### config.mk
export PLATFORM = sky130hd
export DESIGN_NAME = hilo_md_sequencer
export DESIGN_NICKNAME = d
export VERILOG_FILES = /design/src/rtl/hilo_md_sequencer.sv
export SDC_FILE = /design/constraint.sdc
export NUM_CORES = 1
export LEC_CHECK = 0
export BUFFER_PORTS_ARGS = -buffer_cell sky130_fd_sc_hd__buf_2
export CAP_MARGIN = 0
export CORE_MARGIN = 5
export CORE_UTILIZATION = 50
export DETAILED_ROUTE_END_ITERATION = 12
export HOLD_SLACK_MARGIN = 0.15
export PLACE_DENSITY_LB_ADDON = 0.3
export REMOVE_ABC_BUFFERS = 1
export SLEW_MARGIN = 15
export SYNTH_ARGS = -nofsm -noshare
export SYNTH_HDL_FRONTEND = slang
export SYNTH_SLANG_ARGS = --single-unit
### constraint.sdc
create_clock -name clk -period 10.5 [get_ports clk]
set_input_delay 1.05 -clock clk [delete_from_list [all_inputs] [get_ports clk]]
set_output_delay 1.05 -clock clk [all_outputs]
set_load 0.03 [all_outputs]
### src/rtl/hilo_md_sequencer.sv
// hilo_md_sequencer: multi-cycle MULT/MULTU/DIV/DIVU engine for the HILO path.
// Runs a WIDTH-iteration shift-add multiply or restoring divide. While it runs
// it holds IF/ID/EX with stall_o. When it finishes it drives a one-cycle HI/LO
// write pulse.
// Optional feature macro: HILO_MD_EARLY_ZERO_EN. When it is defined, trivially
// zero results skip the BUSY iterations.
module hilo_md_sequencer #(
    parameter int WIDTH = 32
) (
    input  logic             clk,
    input  logic             rst,
    input  logic             start_i,
    input  logic [1:0]       op_i,
    input  logic [WIDTH-1:0] srca_i,
    input  logic [WIDTH-1:0] srcb_i,
    input  logic             flush_i,
    output logic             stall_o,
    output logic             busy_o,
    output logic             hilo_we_o,
    output logic [WIDTH-1:0] hi_o,
    output logic [WIDTH-1:0] lo_o,
    output logic             div0_o
);
    localparam int CW = $clog2(WIDTH) + 1;
    localparam logic [1:0] IDLE = 2'd0;
    localparam logic [1:0] BUSY = 2'd1;
    localparam logic [1:0] DONE = 2'd2;
    localparam logic [CW-1:0] LAST_COUNT = CW'(WIDTH - 1);

    logic [1:0]         stateReg;
    logic [CW-1:0]      countReg;
    logic               isDivReg;
    logic               resNegReg;
    logic               remNegReg;
    logic               divZeroReg;
    logic               div0Reg;
    logic [WIDTH-1:0]   opndReg;     // multiplicand or divisor magnitude
    logic [WIDTH-1:0]   rawAReg;     // dividend as issued, used as HI on divide by zero
    logic [2*WIDTH-1:0] accReg;      // {upper, lower} product or {rem, quot}
    logic [WIDTH-1:0]   hiReg;
    logic [WIDTH-1:0]   loReg;

    logic               signedOp;
    logic               divOp;
    logic               signA;
    logic               signB;
    logic [WIDTH-1:0]   absA;
    logic [WIDTH-1:0]   absB;
    logic               startOk;
    logic               skipBusy;
    logic [WIDTH:0]     mulSum;
    logic [2*WIDTH-1:0] mulNext;
    logic [WIDTH:0]     remShift;
    logic [WIDTH:0]     remDiff;
    logic               noBorrow;
    logic [2*WIDTH-1:0] divNext;
    logic [2*WIDTH-1:0] stepNext;
    logic [2*WIDTH-1:0] prodFix;
    logic [WIDTH-1:0]   quotFix;
    logic [WIDTH-1:0]   remFix;
    logic [WIDTH-1:0]   finalHi;
    logic [WIDTH-1:0]   finalLo;

    // Operand decode. The most negative value negates to itself and is
    // then treated as an unsigned magnitude.
    assign signedOp = ~op_i[0];
    assign divOp    = op_i[1];
    assign signA    = srca_i[WIDTH-1];
    assign signB    = srcb_i[WIDTH-1];
    assign absA     = (signedOp && signA) ? -srca_i : srca_i;
    assign absB     = (signedOp && signB) ? -srcb_i : srcb_i;
    assign startOk  = (stateReg == IDLE) && start_i && !flush_i;

`ifdef HILO_MD_EARLY_ZERO_EN
    assign skipBusy = startOk && (divOp ? ((srca_i == '0) && (srcb_i != '0))
                                        : ((srca_i == '0) || (srcb_i == '0)));
`else
    assign skipBusy = 1'b0;
`endif

    // One multiply step: add the multiplicand into the upper half with the
    // carry kept, then shift the whole accumulator right by one.
    assign mulSum  = {1'b0, accReg[2*WIDTH-1:WIDTH]} + (accReg[0] ? {1'b0, opndReg} : '0);
    assign mulNext = {mulSum, accReg[WIDTH-1:1]};

    // One restoring divide step. remShift carries the bit shifted out of rem,
    // so the trial subtract cannot lose the top bit.
    assign remShift = {accReg[2*WIDTH-1:WIDTH], accReg[WIDTH-1]};
    assign noBorrow = remShift >= {1'b0, opndReg};
    assign remDiff  = remShift - {1'b0, opndReg};
    assign divNext  = noBorrow ? {remDiff[WIDTH-1:0], accReg[WIDTH-2:0], 1'b1}
                               : {remShift[WIDTH-1:0], accReg[WIDTH-2:0], 1'b0};
    assign stepNext = isDivReg ? divNext : mulNext;

    // Sign fix-up of the final iteration's result.
    assign prodFix = resNegReg ? -stepNext : stepNext;
    assign quotFix = resNegReg ? -stepNext[WIDTH-1:0] : stepNext[WIDTH-1:0];
    assign remFix  = remNegReg ? -stepNext[2*WIDTH-1:WIDTH] : stepNext[2*WIDTH-1:WIDTH];
    assign finalHi = !isDivReg ? prodFix[2*WIDTH-1:WIDTH] : (divZeroReg ? rawAReg : remFix);
    assign finalLo = !isDivReg ? prodFix[WIDTH-1:0]       : (divZeroReg ? '1 : quotFix);

    assign stall_o   = startOk || (stateReg == BUSY);
    assign busy_o    = (stateReg == BUSY);
    assign hilo_we_o = (stateReg == DONE) && !flush_i;
    assign div0_o    = hilo_we_o && div0Reg;
    assign hi_o      = hiReg;
    assign lo_o      = loReg;

    // Sequencer state, iteration datapath and registered HI/LO results.
    always_ff @(posedge clk or negedge rst) begin
        if (!rst) begin
            stateReg   <= IDLE;
            countReg   <= '0;
            isDivReg   <= 1'b0;
            resNegReg  <= 1'b0;
            remNegReg  <= 1'b0;
            divZeroReg <= 1'b0;
            div0Reg    <= 1'b0;
            opndReg    <= '0;
            rawAReg    <= '0;
            accReg     <= '0;
            hiReg      <= '0;
            loReg      <= '0;
        end else begin
            case (stateReg)
                IDLE: begin
                    if (skipBusy) begin
                        stateReg <= DONE;
                        hiReg    <= '0;
                        loReg    <= '0;
                        div0Reg  <= 1'b0;
                    end else if (startOk) begin
                        stateReg   <= BUSY;
                        countReg   <= '0;
                        isDivReg   <= divOp;
                        resNegReg  <= signedOp && (signA ^ signB);
                        remNegReg  <= signedOp && divOp && signA;
                        divZeroReg <= divOp && (srcb_i == '0);
                        rawAReg    <= srca_i;
                        // Multiply: multiplicand = rs, multiplier sits in the low half.
                        // Divide: divisor = rt, dividend sits in the quotient half.
                        opndReg    <= divOp ? absB : absA;
                        accReg     <= {{WIDTH{1'b0}}, divOp ? absA : absB};
                    end
                end
                BUSY: begin
                    if (flush_i) begin
                        stateReg <= IDLE;
                    end else begin
                        accReg   <= stepNext;
                        countReg <= countReg + 1'b1;
                        if (countReg == LAST_COUNT) begin
                            stateReg <= DONE;
                            hiReg    <= finalHi;
                            loReg    <= finalLo;
                            div0Reg  <= divZeroReg;
                        end
                    end
                end
                default: begin
                    // DONE: start_i still belongs to the finishing instruction.
                    stateReg <= IDLE;
                end
            endcase
        end
    end
endmodule

==> reports/results.md, run 1 <==
* finished, final reports clean — result of the run
* 2.497 mW — design internal power
* 22.56 um — DR WL/cell
* 2,772 — number of placed cells counting well taps
* 17,520 sq um — netlist area before placement
* sky130_fd_sc_hd__dfrtp_1 — top_reg_cell synth
* 63.52 mm — detailed-route wire length
* 7 — number of detailed-routing iterations run before antenna repair
* 138 — IO Count
* done — TritonCTS clock tree
* 38,890 sq um — Die Footprint
* 1.000 — Async SR Flop Fraction
* 0 — number of max-slew violations in the final report
* 0 — number of hold violations in the final report
* 1,981 — Detailed Route Iter0 Violations
* 1 — Worst Path Buf+Inv
* 6.31 ns — endpoint arrival time on the critical path
* 4.608 ns — min setup slack post-route
* 0.2516 — Relative slew margins
* register to register — class of the tightest hold or removal check
* 47.55 mm — Final HPWL DP
* 0 — YS warnings
* 0 — final setup fails
* 9.810% — Layout Area Growth over Synthesis
* 3 — maximum count of clock buffers along a single path
* 205 — Clock Sinks
* 0 — total gr overflow
* 1 — H-Tree Level Count
* 0.54 ns — worst skew pair latency
* 0.222 — sequential power share
* 0.5571 — Layout Utilization
* 17,440 — number of global-route vias before repair
* 0.5073 — Starting Density
* 0 — Hold-fix buffers, CTS
* 197.2 um — die span in y
* ha_1, a21oi_1, o21ai_0, a22o_1, or3_1, nor2_8, nor2_1, a21oi_1, ha_1, o21ai_0, inv_1, nand3_1, or3_1, or4_1, o41ai_2, xnor2_1, a22oi_1, a21oi_1 — crit path cell chain
* rawAReg[24]$_DFFE_PN0P_ — min-delay src
* 24 — number of buffers added by the clock tree synthesis step
* 0.1697 GHz — Max Clock Freq
* 0 — max-cap violation count
* 205 — Seq cells post-synth
* 1.120 ns — transition time of the tightest slew-check pin
* 2,816 — post-route insts no fill
* sky130_fd_sc_hd__nand2_1 (341), sky130_fd_sc_hd__o21ai_0 (234), sky130_fd_sc_hd__nor2_1 (225) — most frequent cells in the layout
* 137 — Port Buffers
* 2,300 — synthesized netlist cell count
* 3 — antenna violations before repair
* register — Critical Path End Type
* 18 — path depth of the worst reg2reg path
* sky130_fd_sc_hd__a21oi_1 — cell occurring most often along the worst timing path
* register to register — type of the worst setup path
* 6.408 — vias per cell
* 18,050 — via count
* 0 — Post-CTS Repair Setup Buffers
* 0 ns — accumulated negative setup slack
* 0 — antenna violation net count after detailed routing
* simple AND/OR/NAND/NOR gates — CP delay by family, top
* 0 — number of DRC violations after detailed routing
* 18 — path length in cells of the critical path
* 197.2 um — width of the die
* hi_o[26]$_DFFE_PN0P_ — critical register-to-register path endpoint
* 0.65 ns — max incr delay on CP
* 8.433 nW — Leakage
* 98.69 mm — global-route wire length before repair
* 5.892 ns — post-layout min period
* 4.61 ns — slack of the worst reg-to-reg path
* 3,318 — Fillers
* register — kind of start point of the critical path
* sky130_fd_sc_hd__clkbuf_16 — Root Buffer
* 2.493 mW — switching power of the nets
* 0.06 ns — clock transition at the register clock pins on the worst setup and hold paths after CTS
* 110 — pin count of the biggest net entering global routing
* 0.3163 — global-route total usage across every layer
* 4.763 ns — setup slack after placement
* 0 — post-CTS resize count
* 7.619 sq um — syn avg cell area
* 34,540 sq um — placeable core region
* rawAReg[24]$_DFFE_PN0P_ — Worst Hold Path EP
* 0.1102 — layout cells sized above 1
* 0.01710 ns — Clock Skews
* accReg[55]$_DFFE_PN0P_ — launch instance of the worst register-to-register path
* 68 — placement row count
* 259.3 nW/um^2 — P per Cell Area
* no — RSZ-0062 raised after global routing
* 0.177 — fraction of power consumed by the clock network
* 26 — critical-path maximum fanout
* 0 — EDFF count, synth
* 10.92 ns — data required time of the critical path
* 0.2927 — sequential-to-total area share from yosys stat
* 2,484 — number of nets in the finished design
* 2 — Cells on Worst Hold Path
* 91 — count of distinct cell types in the synthesized netlist
* sky130_fd_sc_hd__nand2_1 — most common library cell in the layout ignoring fill and taps
* sky130_fd_sc_hd__or4_1 — Critical Path Slowest Stage Cell
* 1.020 — final RePlAce weighted congestion
* 0.0001335 V — largest voltage drop on the vdd net
* 0.5611 — Final period util
* 0.602 — Comb power frac
* 0.4996 — sw frac
registers in the layout, summed over array words and instances, names as in the netlist, 2 cells and up:
name      cells
stateReg      2
hi_o         32
rawAReg      32
opndReg      32
accReg       64
lo_o         32
countReg      6
worst register-to-register path, cell delays in order, from the launching register on:
cell,delay (ns)
sky130_fd_sc_hd__dfrtp_1,0.43
sky130_fd_sc_hd__ha_1,0.45
sky130_fd_sc_hd__a21oi_1,0.19
sky130_fd_sc_hd__o21ai_0,0.21
sky130_fd_sc_hd__a22o_1,0.28
sky130_fd_sc_hd__or3_1,0.53
sky130_fd_sc_hd__nor2_8,0.49
sky130_fd_sc_hd__nor2_1,0.24
sky130_fd_sc_hd__a21oi_1,0.28
sky130_fd_sc_hd__ha_1,0.21
sky130_fd_sc_hd__o21ai_0,0.11
sky130_fd_sc_hd__inv_1,0.11
sky130_fd_sc_hd__nand3_1,0.14
sky130_fd_sc_hd__or3_1,0.61
sky130_fd_sc_hd__or4_1,0.66
sky130_fd_sc_hd__o41ai_2,0.42
sky130_fd_sc_hd__xnor2_1,0.10
sky130_fd_sc_hd__a22oi_1,0.22
sky130_fd_sc_hd__a21oi_1,0.09
kinds of logic (layout without fill, tap and decap cells):
kind of cell	after synthesis	in the layout	share of synthesized area
and+or+nand+nor	820	820	0.2117
AOI/OAI and AO/OA	748	748	0.2710
buffers and inverters	218	278	0.04912
DFF	205	205	0.2927
xor gates and xnor gates	183	183	0.09146
adders and majority gates	71	71	0.05155
muxes	55	55	0.03241
other	0	1	0
final cells by class:
cell class                 count  area, sq um  area share
sequential                   205         5135      0.2668
clock inverter                 7        92.59    0.004811
timing repair buffer         161        877.1     0.04558
tap                          455        569.3     0.02958
multi-input combinational   1877        11550      0.6003
clock buffer                  36        737.0     0.03830
antenna                        1        2.502   0.0001300
inverter                      74        277.8     0.01443
worst max-delay path by stage:
stage | to | from | slack (ns)
3_5_place_dp | hi_o[24]$_DFFE_PN0P_ | opndReg[8]$_DFFE_PN0P_ | 4.76
3_3_place_gp | hi_o[24]$_DFFE_PN0P_ | opndReg[14]$_DFFE_PN0P_ | 4.86
5_1_grt | hi_o[30]$_DFFE_PN0P_ | accReg[55]$_DFFE_PN0P_ | 4.34
6_report | hi_o[26]$_DFFE_PN0P_ | accReg[55]$_DFFE_PN0P_ | 4.61
4_1_cts | hi_o[24]$_DFFE_PN0P_ | opndReg[8]$_DFFE_PN0P_ | 4.74
2_1_floorplan | accReg[10]$_DFFE_PN0P_ | flush_i | 0.69
per-layer routing:
metal	up-vias	wire length, um	track usage	part of all wire
li1	8317	-	-	-
met4	2	2945	0.1317	0.046
met5	-	13	0	0.00020
met3	199	6943	0.07300	0.11
met2	973	27560	0.4843	0.43
met1	8555	26060	0.4323	0.41
through the flow:
step / instance area, sq um / hold WS [ns] / power [mW]
after floorplan: 16940 / 0.4374 / 3.151
after global placement: 18410 / 0.4522 / 3.951
after detailed placement: 18410 / 0.4570 / 3.984
after CTS: 19240 / 0.4715 / 4.890
after global routing: 19240 / 0.5035 / 5.292
final: 19240 / 0.4722 / 4.991
power groups by stage:
stage	combinational, mW	sequential [mW]	clock, mW
after CTS	2.90	1.10	0.889
after floorplan	2.07	1.08	0
after detailed placement	2.87	1.11	0
final	3.00	1.11	0.883
after global placement	2.85	1.10	0
after global routing	3.25	1.12	0.920
cell usage after synthesis, drive strengths merged (20+ instances only):
master  number  area [sq um]
o211ai      43         322.8
a21o        29         217.7
xor2        77         674.4
a31oi       28         190.2
o21ai      240          1201
clkbuf     108         405.4
o31ai       30         225.2
o22a        30         262.8
dfrtp      205          5130
inv         72         270.3
and3        20         125.1
nand4       31         215.2
mux2i       41         410.4
ha          69         863.3
a21oi      192         964.7
nor3        52         265.3
nor2       228         872.1
nand3       31         155.2
nand2      343          1290
xnor2      106         928.4
a211oi      31         237.7
or3         21         131.4
buf         36         177.7
(Power assumes the default switching activity.)
==> run 2, diff against run 1 <==
==> constraint.sdc (replaced) <==
create_clock -name clk -period 5.5 [get_ports clk]
set_input_delay 0.55 -clock clk [delete_from_list [all_inputs] [get_ports clk]]
set_output_delay 0.55 -clock clk [all_outputs]
set_load 0.03 [all_outputs]
==> reports/results.md, run 2 (same netlist as run 1, synthesis figures left out) <==
* finished, final reports clean — result of the run
* 8.750 nW — Leakage, +3.8%
* 0 — total gr overflow, unchanged
* srca_i[3] — min-delay src
* 0 — max-cap violation count, unchanged
* input port to register — class of the tightest hold or removal check
* 0.34 ns — slack of the worst reg-to-reg path, -4.26 ns
* 9 — critical-path maximum fanout, -65%
* accReg[57]$_DFFE_PN0P_ — launch instance of the worst register-to-register path
* 11,550 sq um — multi-input combinational cell area, about the same
* 0.2527 ns — Min Hold Slack, -0.2196 ns
* 0.5073 — Starting Density, unchanged
* done — TritonCTS clock tree
* rawAReg[3]$_DFFE_PN0P_ — Worst Hold Path EP
* 8 — antenna violations before repair, +5
* 1.161 ns — transition time of the tightest slew-check pin, +0.04073 ns
* 0 — post-CTS resize count, unchanged
* 0.9890 — final RePlAce weighted congestion, -3.0%
* no — RSZ-0062 raised after global routing
* 0 — number of DRC violations after detailed routing, unchanged
* 0 — antenna violation net count after detailed routing, unchanged
* 0 — number of hold violations in the final report, unchanged
* 205 — Clock Sinks, unchanged
* 2,550 — number of nets in the finished design, +2.7%
* 22.79 um — DR WL/cell, +1.0%
* 50.23 mm — Final HPWL DP, +5.6%
* 65.69 mm — detailed-route wire length, +3.4%
* 0.06 ns — clock transition at the register clock pins on the worst setup and hold paths after CTS, about the same
* 3,321 — Fillers, +0.090%
* 14 — path depth of the worst reg2reg path, -4
* 1,948 — Detailed Route Iter0 Violations, -1.7%
* 0.2263 — Relative slew margins, -0.02538
* 108 — pin count of the biggest net entering global routing, -1.8%
* 38,890 sq um — Die Footprint, unchanged
* 0.55 ns — worst skew pair latency, about the same
* accReg — Biggest register
* 0.3273 — global-route total usage across every layer, +0.01098
* 100.4 mm — global-route wire length before repair, +1.7%
* 18,190 — via count, +0.80%
* 3 — maximum count of clock buffers along a single path, unchanged
* sky130_fd_sc_hd__clkbuf_16 — Root Buffer
* 0.02476 ns — Clock Skews, +0.007653 ns
* 64 — number of flip-flops under the largest register name, unchanged
* 0.1939 GHz — Max Clock Freq, +14%
* 34,540 sq um — placeable core region, unchanged
* 17,250 — number of global-route vias before repair, -1.1%
* 5135 sq um — FF/Latch Area, unchanged
* 1 — H-Tree Level Count, unchanged
* sky130_fd_sc_hd__nand2_1 (341), sky130_fd_sc_hd__o21ai_0 (234), sky130_fd_sc_hd__nor2_1 (226) — most frequent cells in the layout
* 505.9 nW/um^2 — P per Cell Area, +95%
* 197.2 um — die span in y, unchanged
* 0.9376 — Final period util, +0.3764
* 5.63 ns — endpoint arrival time on the critical path, -0.68 ns
* 138 — IO Count, unchanged
* 3 — Cells on Worst Hold Path, +1
* register — Critical Path End Type
* 68 — placement row count, unchanged
* 6.312 — vias per cell, -1.5%
* 137 — Port Buffers, unchanged
* 12.74% — Layout Area Growth over Synthesis
* 0 — Post-CTS Repair Setup Buffers, unchanged
* 1 — Hold-fix buffers, CTS, +1
* register — kind of start point of the critical path
* 9.996 mW — total power, +100%
* 25 — number of buffers added by the clock tree synthesis step, +4.2%
* 0 — final setup fails, unchanged
* hi_o[28]$_DFFE_PN0P_ — critical register-to-register path endpoint
* sky130_fd_sc_hd__nand2_1 — most common library cell in the layout ignoring fill and taps
* 0 — number of max-slew violations in the final report, unchanged
* 5.97 ns — data required time of the critical path, -4.95 ns
* 6 — number of detailed-routing iterations run before antenna repair, -1
* 0 — diode insertion count for antenna repair, -1
* 0.0002938 V — largest voltage drop on the vdd net, +120%
* 0.1331 — layout cells sized above 1, +0.02292
* register to register — type of the worst setup path
* 197.2 um — width of the die, unchanged
* 5.157 ns — post-layout min period, -0.7351 ns
-- run 2: power by group --
part	switching, mW	total (mW)	internal (mW)
Clock	0.686	1.73	1.04
Sequential	0.337	2.12	1.78
Combinational	3.87	6.15	2.28
Total	4.89	10.0	5.11
-- run 2: layout make-up --
| cell class | count | share of cell area |
|---|---|---|
| Timing Repair Buffer | 226 | 0.06985 |
| Clock inverter | 9 | 0.006523 |
| Sequential cell | 205 | 0.2599 |
| Inverter | 74 | 0.01406 |
| Tap cell | 455 | 0.02881 |
| Multi-Input combinational cell | 1877 | 0.5846 |
| Clock buffer | 36 | 0.03629 |
-- run 2: how the worst max path moves through the flow --
stage	endpoint	slack (ns)	cells after the start	start
after global routing	hi_o[31]$_DFFE_PN0P_	0.05	19	accReg[0]$_DFFE_PN0P_
after CTS	hi_o[28]$_DFFE_PN0P_	0.41	14	accReg[61]$_DFFE_PN0P_
final	hi_o[28]$_DFFE_PN0P_	0.34	14	accReg[57]$_DFFE_PN0P_
after floorplan	accReg[10]$_DFFE_PN0P_	-3.81	4	flush_i
after detailed placement	hi_o[28]$_DFFE_PN0P_	0.42	15	accReg[55]$_DFFE_PN0P_
after global placement	hi_o[30]$_DFFE_PN0P_	0.47	16	accReg[55]$_DFFE_PN0P_
-- run 2: metrics by stage --
step	worst slack, ns	TNS, ns	area, sq um	util	cells
after floorplan	-3.814	-226.66	16940	-	2156
after global placement	0.4727	0	18900	0.5472	2836
after detailed placement	0.4244	0	18900	0.5472	2836
after CTS	0.4080	0	19760	0.5720	2882
after global routing	0.04986	0	19760	0.5720	2882
final	0.3435	0	19760	0.5720	2882
-- run 2: worst max-delay path, cell delays in order, from the launching register on --
cell	delay [ns]
sky130_fd_sc_hd__dfrtp_1	0.42
sky130_fd_sc_hd__ha_1	0.37
sky130_fd_sc_hd__a21o_1	0.23
sky130_fd_sc_hd__a31o_1	0.24
sky130_fd_sc_hd__a22o_1	0.28
sky130_fd_sc_hd__nor3_2	0.64
sky130_fd_sc_hd__nand2_1	0.27
sky130_fd_sc_hd__a21boi_1	0.39
sky130_fd_sc_hd__o21ai_0	0.21
sky130_fd_sc_hd__or4_4	0.61
sky130_fd_sc_hd__or3_1	0.41
sky130_fd_sc_hd__or2_4	0.30
sky130_fd_sc_hd__or4_1	0.40
sky130_fd_sc_hd__a31oi_1	0.19
sky130_fd_sc_hd__a221o_1	0.14
-- run 2: layer usage --
metal  track usage  vias up  part of all wire
li1              -     8461                 -
met1        0.4502     8703              0.42
met2        0.5001      837              0.43
met3       0.07948      180             0.099
met4        0.1256       10             0.046
met5             0        -            0.0011
